===== src/rtl/pwr_mac_pkg.sv =====
// pwr_mac_pkg: shared state encoding and default widths for the gated MAC accumulator
package pwr_mac_pkg;
  typedef enum logic [1:0] {IDLE, ACCUM, HOLD} state_t;
  localparam int PROD_W_DEF = 16;
  localparam int ACC_W_DEF = 24;
  localparam int FRAME_LEN_DEF = 16;
endpackage


===== src/rtl/pwr_sat_add.sv =====
// pwr_sat_add: W-bit adder, clamps at all-ones when PWR_ACC_SAT_EN is defined, else wraps
//   a_i, b_i : addends      sum_o : clamped or wrapped sum
//   ovf_o    : carry out of the add (saturating build only, else 0)
module pwr_sat_add #(
  parameter int W = 24
) (
  input  logic [W-1:0] a_i,
  input  logic [W-1:0] b_i,
  output logic [W-1:0] sum_o,
  output logic         ovf_o
);
`ifdef PWR_ACC_SAT_EN
  logic [W:0] t;
  assign t = {1'b0, a_i} + {1'b0, b_i};
  assign sum_o = t[W] ? '1 : t[W-1:0];
  assign ovf_o = t[W];
`else
  assign sum_o = a_i + b_i;
  assign ovf_o = 1'b0;
`endif
endmodule


===== src/rtl/pwr_mac_acc.sv =====
// pwr_mac_acc: sums FRAME_LEN unsigned products on gated clock AB_clk, hands off over valid/ready
//   AB_clk, rst (sync, active-high)
//   start                       : begin a frame (IDLE, or HOLD on handoff)
//   prod_in/prod_valid/prod_ready : product input handshake
//   acc_out/acc_valid/acc_ready   : frame sum output handshake
//   busy                        : in ACCUM or HOLD
//   sat_flag                    : frame clamped (only with PWR_ACC_SAT_EN, else 0)
module pwr_mac_acc import pwr_mac_pkg::*; #(
  parameter int PROD_W = PROD_W_DEF,
  parameter int ACC_W = ACC_W_DEF,
  parameter int FRAME_LEN = FRAME_LEN_DEF
) (
  input  logic              AB_clk,
  input  logic              rst,
  input  logic              start,
  input  logic [PROD_W-1:0] prod_in,
  input  logic              prod_valid,
  output logic              prod_ready,
  output logic [ACC_W-1:0]  acc_out,
  output logic              acc_valid,
  input  logic              acc_ready,
  output logic              busy,
  output logic              sat_flag
);
  localparam int CNT_W = $clog2(FRAME_LEN + 1);
  state_t state_q, state_d;
  logic [ACC_W-1:0] acc_q, acc_d, out_q, out_d, sum;
  logic [CNT_W-1:0] cnt_q, cnt_d;
  logic vld_q, vld_d, sat_q, sat_d, ovf;
  logic accept, last, handoff, clr;
  pwr_sat_add #(.W(ACC_W)) u_add (
    .a_i  (acc_q),
    .b_i  (ACC_W'(prod_in)),
    .sum_o(sum),
    .ovf_o(ovf)
  );
  assign prod_ready = state_q == ACCUM;
  assign busy = state_q != IDLE;
  assign acc_out = out_q;
  assign acc_valid = vld_q;
  assign sat_flag = sat_q;
  assign accept = prod_ready && prod_valid;
  assign last = cnt_q == CNT_W'(FRAME_LEN - 1);
  assign handoff = state_q == HOLD && vld_q && acc_ready;
  // a new frame starts from IDLE or directly out of a handoff, with no idle gap
  assign clr = start && (state_q == IDLE || handoff);
  always_comb begin
    state_d = state_q;
    if (state_q == IDLE) state_d = start ? ACCUM : IDLE;
    else if (state_q == ACCUM) state_d = (accept && last) ? HOLD : ACCUM;
    else if (handoff) state_d = start ? ACCUM : IDLE;
    acc_d = clr ? '0 : accept ? sum : acc_q;
    cnt_d = clr ? '0 : accept ? cnt_q + CNT_W'(1) : cnt_q;
    out_d = (accept && last) ? sum : out_q;
    vld_d = (accept && last) ? 1'b1 : handoff ? 1'b0 : vld_q;
    sat_d = clr ? 1'b0 : (accept && ovf) ? 1'b1 : sat_q;
  end
  always_ff @(posedge AB_clk) begin
    if (rst) begin
      state_q <= IDLE;
      acc_q <= '0;
      cnt_q <= '0;
      out_q <= '0;
      vld_q <= 1'b0;
      sat_q <= 1'b0;
    end else begin
      state_q <= state_d;
      acc_q <= acc_d;
      cnt_q <= cnt_d;
      out_q <= out_d;
      vld_q <= vld_d;
      sat_q <= sat_d;
    end
  end
endmodule

===== config.mk =====
export PLATFORM = sky130hd
export DESIGN_NAME = pwr_mac_acc
export DESIGN_NICKNAME = d
export VERILOG_FILES = /design/src/rtl/pwr_mac_pkg.sv /design/src/rtl/pwr_sat_add.sv /design/src/rtl/pwr_mac_acc.sv
export SDC_FILE = /design/constraint.sdc
export NUM_CORES = 1
export LEC_CHECK = 0
export CAP_MARGIN = 40
export CORE_MARGIN = 3
export CORE_UTILIZATION = 30
export CTS_CLUSTER_DIAMETER = 30
export CTS_CLUSTER_SIZE = 10
export DETAILED_ROUTE_END_ITERATION = 6
export PLACE_DENSITY = 0.55
export SLEW_MARGIN = 20
export SYNTH_ARGS = -nofsm -noshare
export SYNTH_HDL_FRONTEND = slang
export SYNTH_SLANG_ARGS = --single-unit

===== constraint.sdc =====
create_clock -name AB_clk -period 6.4 [get_ports AB_clk]
set_input_delay 0.96 -clock AB_clk [delete_from_list [all_inputs] [get_ports AB_clk]]
set_output_delay 0.96 -clock AB_clk [all_outputs]
set_load 0.02 [all_outputs]

After elaboration in Yosys (flattened, before gate mapping)
Index checks and enable logic that the tools add are counted.

Add/subtract/negate cells: 2. Equal/unequal tests: 3. Reductions and logical operators: 11. Multiplexer cells: 7.

Operators with widths (number): adder 24 x 16 -> 24 bit (1); two-way mux 2 bit (4); adder 5 x 1 -> 5 bit (second input constant) (1); == test 5 x 4 -> 1 bit (second input constant) (1); logical AND 1 bit (5); nonzero test 2 bit (2); two-way mux 1 bit (3); nonzero test 3 bit (1); == test 2 x 1 -> 1 bit (second input constant) (1); == test 2 bit (second input constant) (1); logical NOT 2 bit (1); OR reduction 2 bit (1); logical OR 1 bit (1).

Bits in registers: 56. Output and inout port bits: 28.

Depth between registers and ports, before layout
Gate-level depths: netlist of run 1.

Depth in word-level cells: 6. Mapped depth: 9. Depth with buffers taken out: 8.

By module
Synthesis of run 1 repeated with hierarchy kept, for this count alone.

Cells, all modules: 425. Area total of the unflattened synthesis: 3305.7 µm².

Modules (own cells, without submodules): pwr_mac_acc (area each 2067.0 µm², times used 1, cells each 257); pwr_sat_add (area each 1238.7 µm², times used 1, cells each 168).

Worst setup path after synthesis of run 1
OpenSTA, ideal clock, no wires.

Path kind: input-to-reg. Start point: input port prod_in[0]. End point: register out_q[16] (netlist: acc_out[16]). Slack: 3.373 ns. Arrival: 2.941 ns. Path buffers: 0. Cell stages on the path: 8. Path through: ha_1 -> fa_1 -> a21o_1 -> a221oi_1 -> o22ai_1 -> o21ai_1 -> xnor2_1 -> a211oi_1.

Cells in the longest elaborated chain, start to end: 1.

Ends and longest elaborated chain: start: declaration (RTL line pwr_mac_acc.sv:16) `input logic [PROD_W-1:0] prod_in,`; adder 24 x 16 -> 24 bit (RTL line pwr_sat_add.sv:18) `assign sum_o = a_i + b_i;`; end signal: assignment (RTL line pwr_mac_acc.sv:70) `out_q <= out_d;`; end: declaration (RTL line pwr_mac_acc.sv:27) `logic [ACC_W-1:0] acc_q, acc_d, out_q, out_d, sum;`.

No other way between the ends. A chain may end at the register's enable or synchronous reset.

Final worst setup path of run 1
Ends and elaborated chain as after synthesis.

==> results by group, run 1 <==
Worst setup path
  • CP endpoint kind: flip-flop
  • CP bufs+invs: 1
  • Slowest-stage cell, CP: a221oi_1
  • R2R Path Start: acc_q[0]$_SDFFE_PP0P_
  • CP Data Required Time: 6650 ps
  • Crit path DAT: 3830 ps
  • CP startpoint kind: input port
  • Max FO, Critical Path: 5
  • R2R cell count: 8
  • R2r endpoint: acc_out[16]$_SDFFE_PP0P_
  • R2R setup slack: 3580 ps
  • Worst-path cell chain: clkdlybuf4s50_1 -> ha_1 -> fa_1 -> a21o_1 -> a221oi_1 -> o22ai_1 -> o21ai_1 -> xnor2_1 -> a211oi_1
  • CP max stage delay: 600 ps
  • CP delay by family, top: compound AO/OA/AOI/OAI gates
  • Worst Setup Path Type: in2reg

Placed design
  • Gpl congestion: 0.903
  • Pre-CTS WS: 2490 ps
  • DP HPWL: 6640 um
  • Placed Cells: 580
  • Port Buf Inserts: 47

Layout
  • N_diodes: 0
  • Non-filler cells, final: 590
  • Share of layout cells above drive strength 1: 6.44%
  • Area Growth Syn to Fin: 19.4%
  • Layout net count: 489

Yosys
  • Top cells by area, synth: dfxtp_1, ha_1, nand2_1
  • Ys async rst share: 0%
  • Synth unique cells: 63
  • Post-synthesis register bit count: 56
  • Post-synth design cell area: 0.00337 mm2
  • Number of synthesized flops with an enable pin: 0
  • Post-Synthesis Net Count: 454
  • Share of the synthesized area in the top cell type: 33.3%
  • Count leader, synth: dfxtp_1
  • Area leader, netlist: dfxtp_1
  • Avg Inst Size Synth: 8.14 um2
  • Register area share after synthesis: 33.3%
  • Synth Instances: 414
  • Synth cell count leaders: dfxtp_1, nand2_1, a21oi_1
  • Yosys warns: 0
  • Post-synth top flop: dfxtp_1

Floorplan
  • Die Y-Extent: 112 um
  • Width of the die: 112 um
  • Die ar.: 0.0125 mm2
  • Top Ports: 49
  • CORE AREA: 0.0109 mm2
  • Std-Cell Rows: 38
  • Initial core utilization: 31.0%

Drt
  • Vias per cell: 5.31
  • DRT antenna net count: 0
  • DRT Pass-1 Iters: 4
  • Detailed-route wire length: 9020 um
  • DR vias: 3,130
  • DRC viols: 0
  • Avg WL per Cell: 15.3 um
  • First DRT Iteration DRCs: 211

Timing
  • Final Critical Period: 3580 ps
  • Relative slew slack: 54.9%
  • Period utilization: 56.0%
  • Fin. Hold Viols: 0
  • RSZ-0062 raised after global routing: no
  • Pins Over Slew Limit: 0
  • Final Setup Violations: 0
  • Worst Skew: 7.11 ps
  • Max Freq: 0.279 GHz
  • Slew @ Worst Pin: 670 ps
  • Final worst setup slack: 2820 ps
  • Setup TNS Final: 0 ps

Worst hold path
  • Hold path start: acc_out[0]$_SDFFE_PP0P_
  • Worst min path class: reg2reg
  • Hold path cells: 2
  • WHS Endpoint: acc_out[0]$_SDFFE_PP0P_

Global routing
  • GRT Resource Usage Total: 14.4%
  • Largest net degree at the start of global routing: 34
  • Vias in the first global route: 3,021
  • Antenna violations before repair: 0
  • GRT overflow: 0
  • Global-route wire length before repair: 15,000 um

Job
  • MaxCap Viol Count: 0

Status
  • Status: finished clean

Power and ir drop
  • Pleak: 1.39 nW
  • Pwr per Cell Area: 164 mW/mm2
  • Max VDD drop: 0.0000974 V

Clock tree
  • Hold Buf Count CTS: 0
  • Clk slew on worst S/H paths: 110 ps
  • Worst skew pair latency: 320 ps
  • Root Driver: clkbuf_8
  • CTS tree: yes
  • Clk buf depth: 2
  • Htree depth: 2
  • CTS buffer count: 5
  • Post-cts sizing count: 0
  • CTS Sinks: 56
  • Post CTS Setup Buffer Count: 0
placed cells by master (no fill, tap or decap), drive strengths merged, types with 7 or more instances in the layout:
cell,count
nor2,31
inv,7
buf,7
or3,8
o21a,7
nor3,11
nand2,54
clkdlybuf4s50,47
o21ai,27
dfxtp,56
xor2,8
nand3b,9
a211oi,8
ha,18
a21oi,38
a21o,9
xnor2,8
nand4,8
nand3,17
per-layer routing:
layer	share of wire, %	track usage [%]	vias up	wire length, um
met5	0	0	-	0
met1	47	18.9	1466	4260
met3	3.9	2.55	14	352
met2	47	24.3	72	4250
met4	1.8	4.41	0	159
li1	-	-	1578	-
through the flow:
step	util (%)	hold WS (ps)	total power [mW]	cell area (um2)
3_3_place_gp	35.4	446	0.459	3850
6_report	37.0	465	0.660	4030
3_5_place_dp	35.9	449	0.461	3910
2_1_floorplan	-	435	0.428	3370
4_1_cts	36.7	464	0.665	4000
5_1_grt	37.0	482	0.694	4030
how the worst max path moves through the flow:
| stage | from | to | slack (ps) | depth (start not counted) |
|---|---|---|---|---|
| after global placement | prod_valid | acc_out[17]$_SDFFE_PP0P_ | 2380 | 6 |
| after detailed placement | prod_in[0] | acc_out[16]$_SDFFE_PP0P_ | 2490 | 9 |
| after floorplan | prod_in[0] | acc_out[16]$_SDFFE_PP0P_ | 3370 | 8 |
| after CTS | prod_in[0] | acc_out[16]$_SDFFE_PP0P_ | 2820 | 9 |
| final | prod_in[0] | acc_out[16]$_SDFFE_PP0P_ | 2820 | 9 |
| after global routing | prod_in[7] | acc_out[19]$_SDFFE_PP0P_ | 2650 | 8 |
worst register-to-register path: stages, from the launching register on:
cell and delay (ps):
dfxtp_1 330, ha_1 210, fa_1 420, a21o_1 210, a221oi_1 600, o22ai_1 300, o21ai_1 370, xnor2_1 110
a211oi_1 210
cell type report:
type                       instances  area (um2)
inverter                           6        22.5
sequential                        56        1120
tap                              140         175
fill                            1118        6860
clock buffer                       5        68.8
timing repair buffer              54         574
clock inverter                     3        22.5
multi-input combinational        326        2040
logic make-up (layout without fill, tap and decap cells):
group                      count (synthesis)  count (layout)  synth area share [%]
and+or+nand+nor                          159             159                  23.2
buffers and inverters                     32              68                  6.20
AOI/OAI and AO/OA                        127             127                  24.5
xor gates and xnor gates                  16              16                  4.16
muxes                                      4               4                  1.26
other                                      1               1                 0.111
adders and majority gates                 19              19                  7.28
DFF                                       56              56                  33.3
power breakdown:
part	switching (mW)	internal [mW]	leakage (nW)	total (mW)
registers	0.00272	0.353	0.452	0.355
logic	0.0585	0.0427	0.887	0.101
clock network	0.125	0.0788	0.0485	0.204
total	0.186	0.474	1.39	0.660
flip-flops by register name (all words and copies together), names as in the netlist:
| register | flops |
|---|---|
| acc_out | 24 |
| acc_valid | 1 |
| acc_q | 24 |
| state_q | 2 |
| cnt_q | 5 |
Power figures use the tool's default switching activity.
==> run 2: changes to the inputs <==
--- a/config.mk
+++ b/config.mk
@@ -11,7 +11,7 @@
 export CTS_CLUSTER_DIAMETER = 30
 export CTS_CLUSTER_SIZE = 10
 export DETAILED_ROUTE_END_ITERATION = 6
-export PLACE_DENSITY = 0.55
+export PLACE_DENSITY = 0.57
 export SLEW_MARGIN = 20
 export SYNTH_ARGS = -nofsm -noshare
 export SYNTH_HDL_FRONTEND = slang
==> constraint.sdc (replaced) <==
create_clock -name AB_clk -period 3.1 [get_ports AB_clk]
set_input_delay 0.465 -clock AB_clk [delete_from_list [all_inputs] [get_ports AB_clk]]
set_output_delay 0.465 -clock AB_clk [all_outputs]
set_load 0.02 [all_outputs]
==> run 2 against run 1 <==
Clock-buffer cell count did not move. Critical path type unchanged. Global-route usage fell by 0.30 points. Critical endpoint is now acc_out[19]$_SDFFE_PP0P_. Worst setup slack got worse by 2400 ps. Sequential share of layout area fell by 0.65 points. Clock skew rose by 5.2 ps. Largest power group unchanged.
==> results by group, run 2 (synthesis results as in run 1) <==
Status
  • Status: finished clean

Power and ir drop
  • Pint: 1.06 mW (+120%)
  • Max VDD drop: 0.000152 V (+56%)
  • Pwr per Cell Area: 349 mW/mm2 (+110%)
  • P_sw: 0.375 mW (+100%)
  • Clock share of power: 33.8% (+3.0 points)
  • Pleak: 1.45 nW (+4.5%)
  • Sequential share of power: 51.1% (-2.7 points)
  • Comb power frac: 15.1% (-0.2 points)
  • Switching share of total power: 26.1% (-2.1 points)

Timing
  • Final Setup Violations: 0 (unchanged)
  • Fin. Hold Viols: 0 (unchanged)
  • Setup TNS Final: 0 ps (unchanged)
  • Pins Over Slew Limit: 0 (unchanged)
  • Max Freq: 0.368 GHz
  • Slew @ Worst Pin: 547 ps (-124 ps)
  • Worst Skew: 12.3 ps (+5.16 ps)
  • Relative slew slack: 63.2% (+8.3 points)
  • Final Critical Period: 2710 ps
  • RSZ-0062 raised after global routing: no
  • Period utilization: 87.6%
  • Fin Hold WS: 461 ps (-3.57 ps)

Worst hold path
  • Hold path cells: 2 (unchanged)
  • Hold path start: acc_out[5]$_SDFFE_PP0P_
  • Worst min path class: reg2reg
  • WHS Endpoint: acc_out[5]$_SDFFE_PP0P_

Clock tree
  • Clk buf depth: 2 (unchanged)
  • Root Driver: clkbuf_8
  • Post CTS Setup Buffer Count: 0 (unchanged)
  • CTS tree: yes
  • Post-cts sizing count: 0 (unchanged)
  • Worst skew pair latency: 310 ps (about the same)
  • CTS Sinks: 56 (unchanged)
  • CTS buffer count: 5 (unchanged)
  • Clk slew on worst S/H paths: 100 ps (about the same)
  • Htree depth: 2 (unchanged)
  • Hold Buf Count CTS: 0 (unchanged)

Worst setup path
  • R2R cell count: 7 (-1)
  • Max FO, Critical Path: 5 (unchanged)
  • R2r endpoint: acc_out[21]$_SDFFE_PP0P_
  • CP endpoint kind: flip-flop
  • CP most frequent cell: a2111oi_0
  • CP Data Required Time: 3300 ps (-3350 ps)
  • R2R Path Start: acc_q[8]$_SDFFE_PP0P_
  • Crit path DAT: 2920 ps (-910 ps)
  • CP delay by family, top: compound AO/OA/AOI/OAI gates
  • CP startpoint kind: input port
  • Worst-path cell chain: clkdlybuf4s50_1 -> ha_1 -> a21o_2 -> a31oi_1 -> a21boi_0 -> o211ai_1 -> a2111oi_0 -> a2111oi_0
  • R2R setup slack: 640 ps (-2940 ps)
  • CP bufs+invs: 1 (unchanged)
  • Worst Setup Path Type: in2reg
  • Slowest-stage cell, CP: o211ai_1
  • CP max stage delay: 480 ps (-120 ps)

Global routing
  • GRT Resource Usage Total: 14.1% (-0.30 points)
  • Top Usage Layer GRT: met2
  • GR Util met2: 24.4% (+0.080 points)
  • Antenna violations before repair: 0 (unchanged)
  • Global-route wire length before repair: 14,800 um (-1.1%)
  • Largest net degree at the start of global routing: 24 (-29%)
  • Met1 usage: 19.0% (+0.060 points)
  • Grt met3 use: 2.12% (-0.43 points)
  • Vias in the first global route: 2,992 (-0.96%)
  • GRT overflow: 0 (unchanged)

Drt
  • First DRT Iteration DRCs: 159 (-25%)
  • Vias per cell: 5.20 (-1.9%)
  • DRC viols: 0 (unchanged)
  • DRT antenna net count: 0 (unchanged)
  • Detailed-route wire length: 8910 um (-1.2%)
  • DR vias: 3,159 (+0.93%)
  • Avg WL per Cell: 14.7 um (-4.0%)
  • DRT Pass-1 Iters: 4 (unchanged)

Floorplan
  • Initial core utilization: 31.0% (unchanged)
  • Top Ports: 49 (unchanged)
  • Die ar.: 0.0125 mm2 (unchanged)
  • Std-Cell Rows: 38 (unchanged)
  • CORE AREA: 0.0109 mm2 (unchanged)
  • Width of the die: 112 um (unchanged)
  • Die Y-Extent: 112 um (unchanged)

Layout
  • Most frequent cells in the layout: dfxtp_1, nand2_1, clkdlybuf4s50_1, a21oi_1, nor2_1
  • Commonest non-fill, non-tap cell in the layout: dfxtp_1
  • Layout net count: 506 (+3.5%)
  • N_diodes: 0 (unchanged)
  • Area Growth Syn to Fin: 22.3%
  • Fillers: 1,095 (-2.1%)
  • Share of layout cells above drive strength 1: 9.85% (+3.4 points)

Placed design
  • DP HPWL: 6770 um (+1.8%)
  • Port Buf Inserts: 47 (unchanged)
  • Gpl congestion: 0.873 (-3.4%)

Job
  • MaxCap Viol Count: 0 (unchanged)
==> run 2: metrics by stage <==
| stage | util [%] | power (mW) | worst slack [ps] | cell area (um2) | cells |
|---|---|---|---|---|---|
| 2_1_floorplan | - | 0.883 | 568 | 3370 | 414 |
| 3_3_place_gp | 36.8 | 0.966 | 78.8 | 4010 | 599 |
| 3_5_place_dp | 36.8 | 0.966 | 71.5 | 4010 | 599 |
| 4_1_cts | 37.9 | 1.46 | 398 | 4120 | 607 |
| 5_1_grt | 37.9 | 1.50 | 145 | 4120 | 607 |
| 6_report | 37.9 | 1.44 | 386 | 4120 | 607 |
==> run 2: worst max-delay path by stage <==
stage                     slack (ps)                        to  cells past startpoint  startpoint
after floorplan                  570  acc_out[16]$_SDFFE_PP0P_                      8  prod_in[0]
after global placement            80  acc_out[14]$_SDFFE_PP0P_                     10  prod_in[0]
after detailed placement          70  acc_out[21]$_SDFFE_PP0P_                      8  prod_in[8]
after CTS                        400  acc_out[21]$_SDFFE_PP0P_                      8  prod_in[8]
after global routing             140  acc_out[19]$_SDFFE_PP0P_                      8  prod_in[4]
final                            390  acc_out[19]$_SDFFE_PP0P_                      8  prod_in[4]
==> run 2: cell type report <==
type / count / area, um2 / share of cell area (%)
Inverter: 6 / 22.5 / 0.546
Timing Repair Buffer: 71 / 651 / 15.8
Tap cell: 140 / 175 / 4.25
Clock buffer: 5 / 68.8 / 1.67
Clock inverter: 3 / 42.5 / 1.03
Multi-Input combinational cell: 326 / 2040 / 49.5
Sequential cell: 56 / 1120 / 27.2
==> run 2: routing by layer <==
metal,wire length [um],vias up
met1,4240,1476
met4,80,0
met3,363,7
met2,4220,66
met5,0,-
li1,-,1610
==> run 2: worst register-to-register path, stage by stage, from the launching register on <==
cell and delay, ps:
dfxtp_1 330, ha_1 360, and3_4 220, and4_1 200, a21bo_1 240, o211a_4 260
or4_1 500, a311oi_1 270
==> run 2: power groups by stage <==
stage / clock network [mW] / logic, mW / registers (mW)
after floorplan: 0 / 0.135 / 0.749
after global placement: 0 / 0.216 / 0.750
after detailed placement: 0 / 0.216 / 0.750
after CTS: 0.504 / 0.217 / 0.734
after global routing: 0.532 / 0.238 / 0.735
final: 0.486 / 0.217 / 0.734
==> run 3: changes to the inputs <==
--- a/config.mk
+++ b/config.mk
@@ -7,11 +7,11 @@
 export LEC_CHECK = 0
 export CAP_MARGIN = 40
 export CORE_MARGIN = 3
-export CORE_UTILIZATION = 30
+export CORE_UTILIZATION = 45
 export CTS_CLUSTER_DIAMETER = 30
 export CTS_CLUSTER_SIZE = 10
 export DETAILED_ROUTE_END_ITERATION = 6
-export PLACE_DENSITY = 0.57
+export PLACE_DENSITY = 0.77
 export SLEW_MARGIN = 20
 export SYNTH_ARGS = -nofsm -noshare
 export SYNTH_HDL_FRONTEND = slang
==> run 3 against run 2 <==
Non-clock buffer count is 4 lower. Total power decreased by 4.2%. Maximum frequency fell by 3.0%. Clock power decreased by 12%. Final cell count decreased by 7.9%. Combinational power about the same. Register-to-register slack got worse by 90 ps. Worst setup slack worse by 85 ps. Critical path depth up 2. Die area down 32%. Clock skew is 5.4 ps lower. Critical endpoint is now acc_out[18]$_SDFFE_PP0P_.
==> results by group, run 3 (synthesis results as in run 1) <==
Status
  • Status: finished clean

Timing
  • RSZ-0062 raised after global routing: no
  • Final worst setup slack: 301 ps (-85.0 ps)
  • Final Setup Violations: 0 (unchanged)
  • Period utilization: 90.3% (+2.7 points)
  • Max Freq: 0.357 GHz (-3.0%)
  • Slew @ Worst Pin: 561 ps (+14.1 ps)
  • Fin. Hold Viols: 0 (unchanged)
  • Relative slew slack: 62.5% (-0.70 points)
  • Pins Over Slew Limit: 0 (unchanged)
  • Worst Skew: 6.92 ps (-5.35 ps)
  • Final Critical Period: 2800 ps (+85.0 ps)
  • Setup TNS Final: 0 ps (unchanged)

Global routing
  • Vias in the first global route: 2,986 (-0.20%)
  • Global-route wire length before repair: 14,200 um (-3.9%)
  • GRT overflow: 0 (unchanged)
  • GRT Resource Usage Total: 20.3% (+6.2 points)
  • Largest net degree at the start of global routing: 30 (+25%)
  • Antenna violations before repair: 0 (unchanged)

Placed design
  • Pre-CTS WS: -36.0 ps (-108 ps)
  • Port Buf Inserts: 47 (unchanged)
  • Gpl congestion: 0.908 (+4.0%)
  • DP HPWL: 6390 um (-5.5%)

Worst setup path
  • R2R cell count: 9 (+2)
  • R2R setup slack: 550 ps (-90 ps)
  • Max FO, Critical Path: 5 (unchanged)
  • Crit path to: acc_out[18]$_SDFFE_PP0P_
  • Crit path DAT: 3050 ps (+130 ps)
  • CP endpoint kind: flip-flop
  • CP startpoint kind: input port
  • Worst Setup Path Type: in2reg
  • R2r endpoint: acc_out[18]$_SDFFE_PP0P_
  • R2R Path Start: acc_q[0]$_SDFFE_PP0P_
  • CP Data Required Time: 3350 ps (+50 ps)
  • Beginning of the critical path: prod_in[0]

Layout
  • Share of layout cells above drive strength 1: 8.86% (-0.99 points)
  • Commonest non-fill, non-tap cell in the layout: dfxtp_1
  • Most frequent cells in the layout: dfxtp_1, nand2_1, clkdlybuf4s50_1, a21oi_1, nor2_1
  • Area Growth Syn to Fin: 19.6%
  • Layout net count: 502 (-0.79%)
  • N_diodes: 0 (unchanged)
  • Fin util: 57.4% (+20 points)

Floorplan
  • Width of the die: 92.5 um (-17%)
  • CORE AREA: 0.00702 mm2 (-36%)
  • Die ar.: 0.00856 mm2 (-32%)
  • Die Y-Extent: 92.5 um (-17%)
  • Top Ports: 49 (unchanged)
  • Initial core utilization: 48.0% (+17 points)
  • Std-Cell Rows: 30 (-21%)

Drt
  • DR vias: 3,169 (+0.32%)
  • Top layer in use: met4
  • Avg WL per Cell: 15.4 um (+4.8%)
  • Vias per cell: 5.67 (+8.9%)
  • DRT antenna net count: 0 (unchanged)
  • WL met1: 3800 um (-10%)
  • Detailed-route wire length: 8600 um (-3.5%)
  • DR WL met2: 4110 um (-2.7%)
  • DRC viols: 0 (unchanged)
  • DRT Pass-1 Iters: 5 (+1)
  • First DRT Iteration DRCs: 153 (-3.8%)
  • WL met3: 510 um (+40%)

Clock tree
  • Post-cts sizing count: 0 (unchanged)
  • Post CTS Setup Buffer Count: 0 (unchanged)
  • Hold Buf Count CTS: 0 (unchanged)
  • Htree depth: 2 (unchanged)
  • CTS tree: yes
  • Clk slew on worst S/H paths: 100 ps (about the same)
  • CTS buffer count: 5 (unchanged)
  • Clk buf depth: 2 (unchanged)
  • CTS Sinks: 56 (unchanged)
  • Root Driver: clkbuf_8
  • Worst skew pair latency: 320 ps (about the same)

Power and ir drop
  • Pwr per Cell Area: 342 mW/mm2 (-2.0%)
  • Pleak: 1.42 nW (-1.9%)
  • Max VDD drop: 0.000158 V (+4.0%)

Worst hold path
  • Worst min path class: reg2reg

Job
  • MaxCap Viol Count: 0 (unchanged)
==> run 3: final cells by class <==
| class | instances | area (um2) |
|---|---|---|
| multi-input combinational | 326 | 2040 |
| timing repair buffer | 67 | 633 |
| tap | 96 | 120 |
| sequential | 56 | 1120 |
| inverter | 6 | 22.5 |
| clock inverter | 1 | 7.51 |
| clock buffer | 7 | 86.3 |
| fill | 640 | 2990 |
==> run 3: worst min path at each step <==
stage | from | endpoint | slack (ps) | cells after the start
3_5_place_dp | acc_out[23]$_SDFFE_PP0P_ | acc_out[23]$_SDFFE_PP0P_ | 450 | 2
3_3_place_gp | acc_q[8]$_SDFFE_PP0P_ | acc_q[8]$_SDFFE_PP0P_ | 440 | 2
4_1_cts | acc_out[5]$_SDFFE_PP0P_ | acc_out[5]$_SDFFE_PP0P_ | 470 | 2
2_1_floorplan | acc_q[23]$_SDFFE_PP0P_ | acc_q[23]$_SDFFE_PP0P_ | 430 | 2
5_1_grt | acc_q[4]$_SDFFE_PP0P_ | acc_q[4]$_SDFFE_PP0P_ | 490 | 2
6_report | acc_out[5]$_SDFFE_PP0P_ | acc_out[5]$_SDFFE_PP0P_ | 460 | 2
==> run 3: per-layer routing <==
metal | vias to the layer above | track usage [%]
met1 | 1461 | 26.9
met2 | 85 | 33.2
li1 | 1606 | -
met4 | 0 | 7.92
met3 | 17 | 3.25
met5 | - | 0
==> run 3: power by group <==
| part | switching [mW] | internal (mW) | leakage (nW) |
|---|---|---|---|
| Combinational | 0.122 | 0.0933 | 0.927 |
| Clock | 0.246 | 0.182 | 0.0445 |
| Sequential | 0.00556 | 0.728 | 0.452 |
| Total | 0.373 | 1.00 | 1.42 |
==> run 3: per-stage QoR <==
stage | area [um2] | hold slack (ps) | cells | power, mW
2_1_floorplan | 3370 | 435 | 414 | 0.883
3_3_place_gp | 3940 | 444 | 551 | 0.959
3_5_place_dp | 3940 | 447 | 551 | 0.962
4_1_cts | 4030 | 467 | 559 | 1.39
5_1_grt | 4030 | 486 | 559 | 1.43
6_report | 4030 | 462 | 559 | 1.38
==> run 3: critical path: stages <==
cell	delay (ps)
clkdlybuf4s50_1	400
ha_1	220
fa_1	410
a21o_1	210
a221oi_1	360
buf_4	200
o21a_1	140
o31a_1	280
o2111ai_1	170
a31oi_1	190
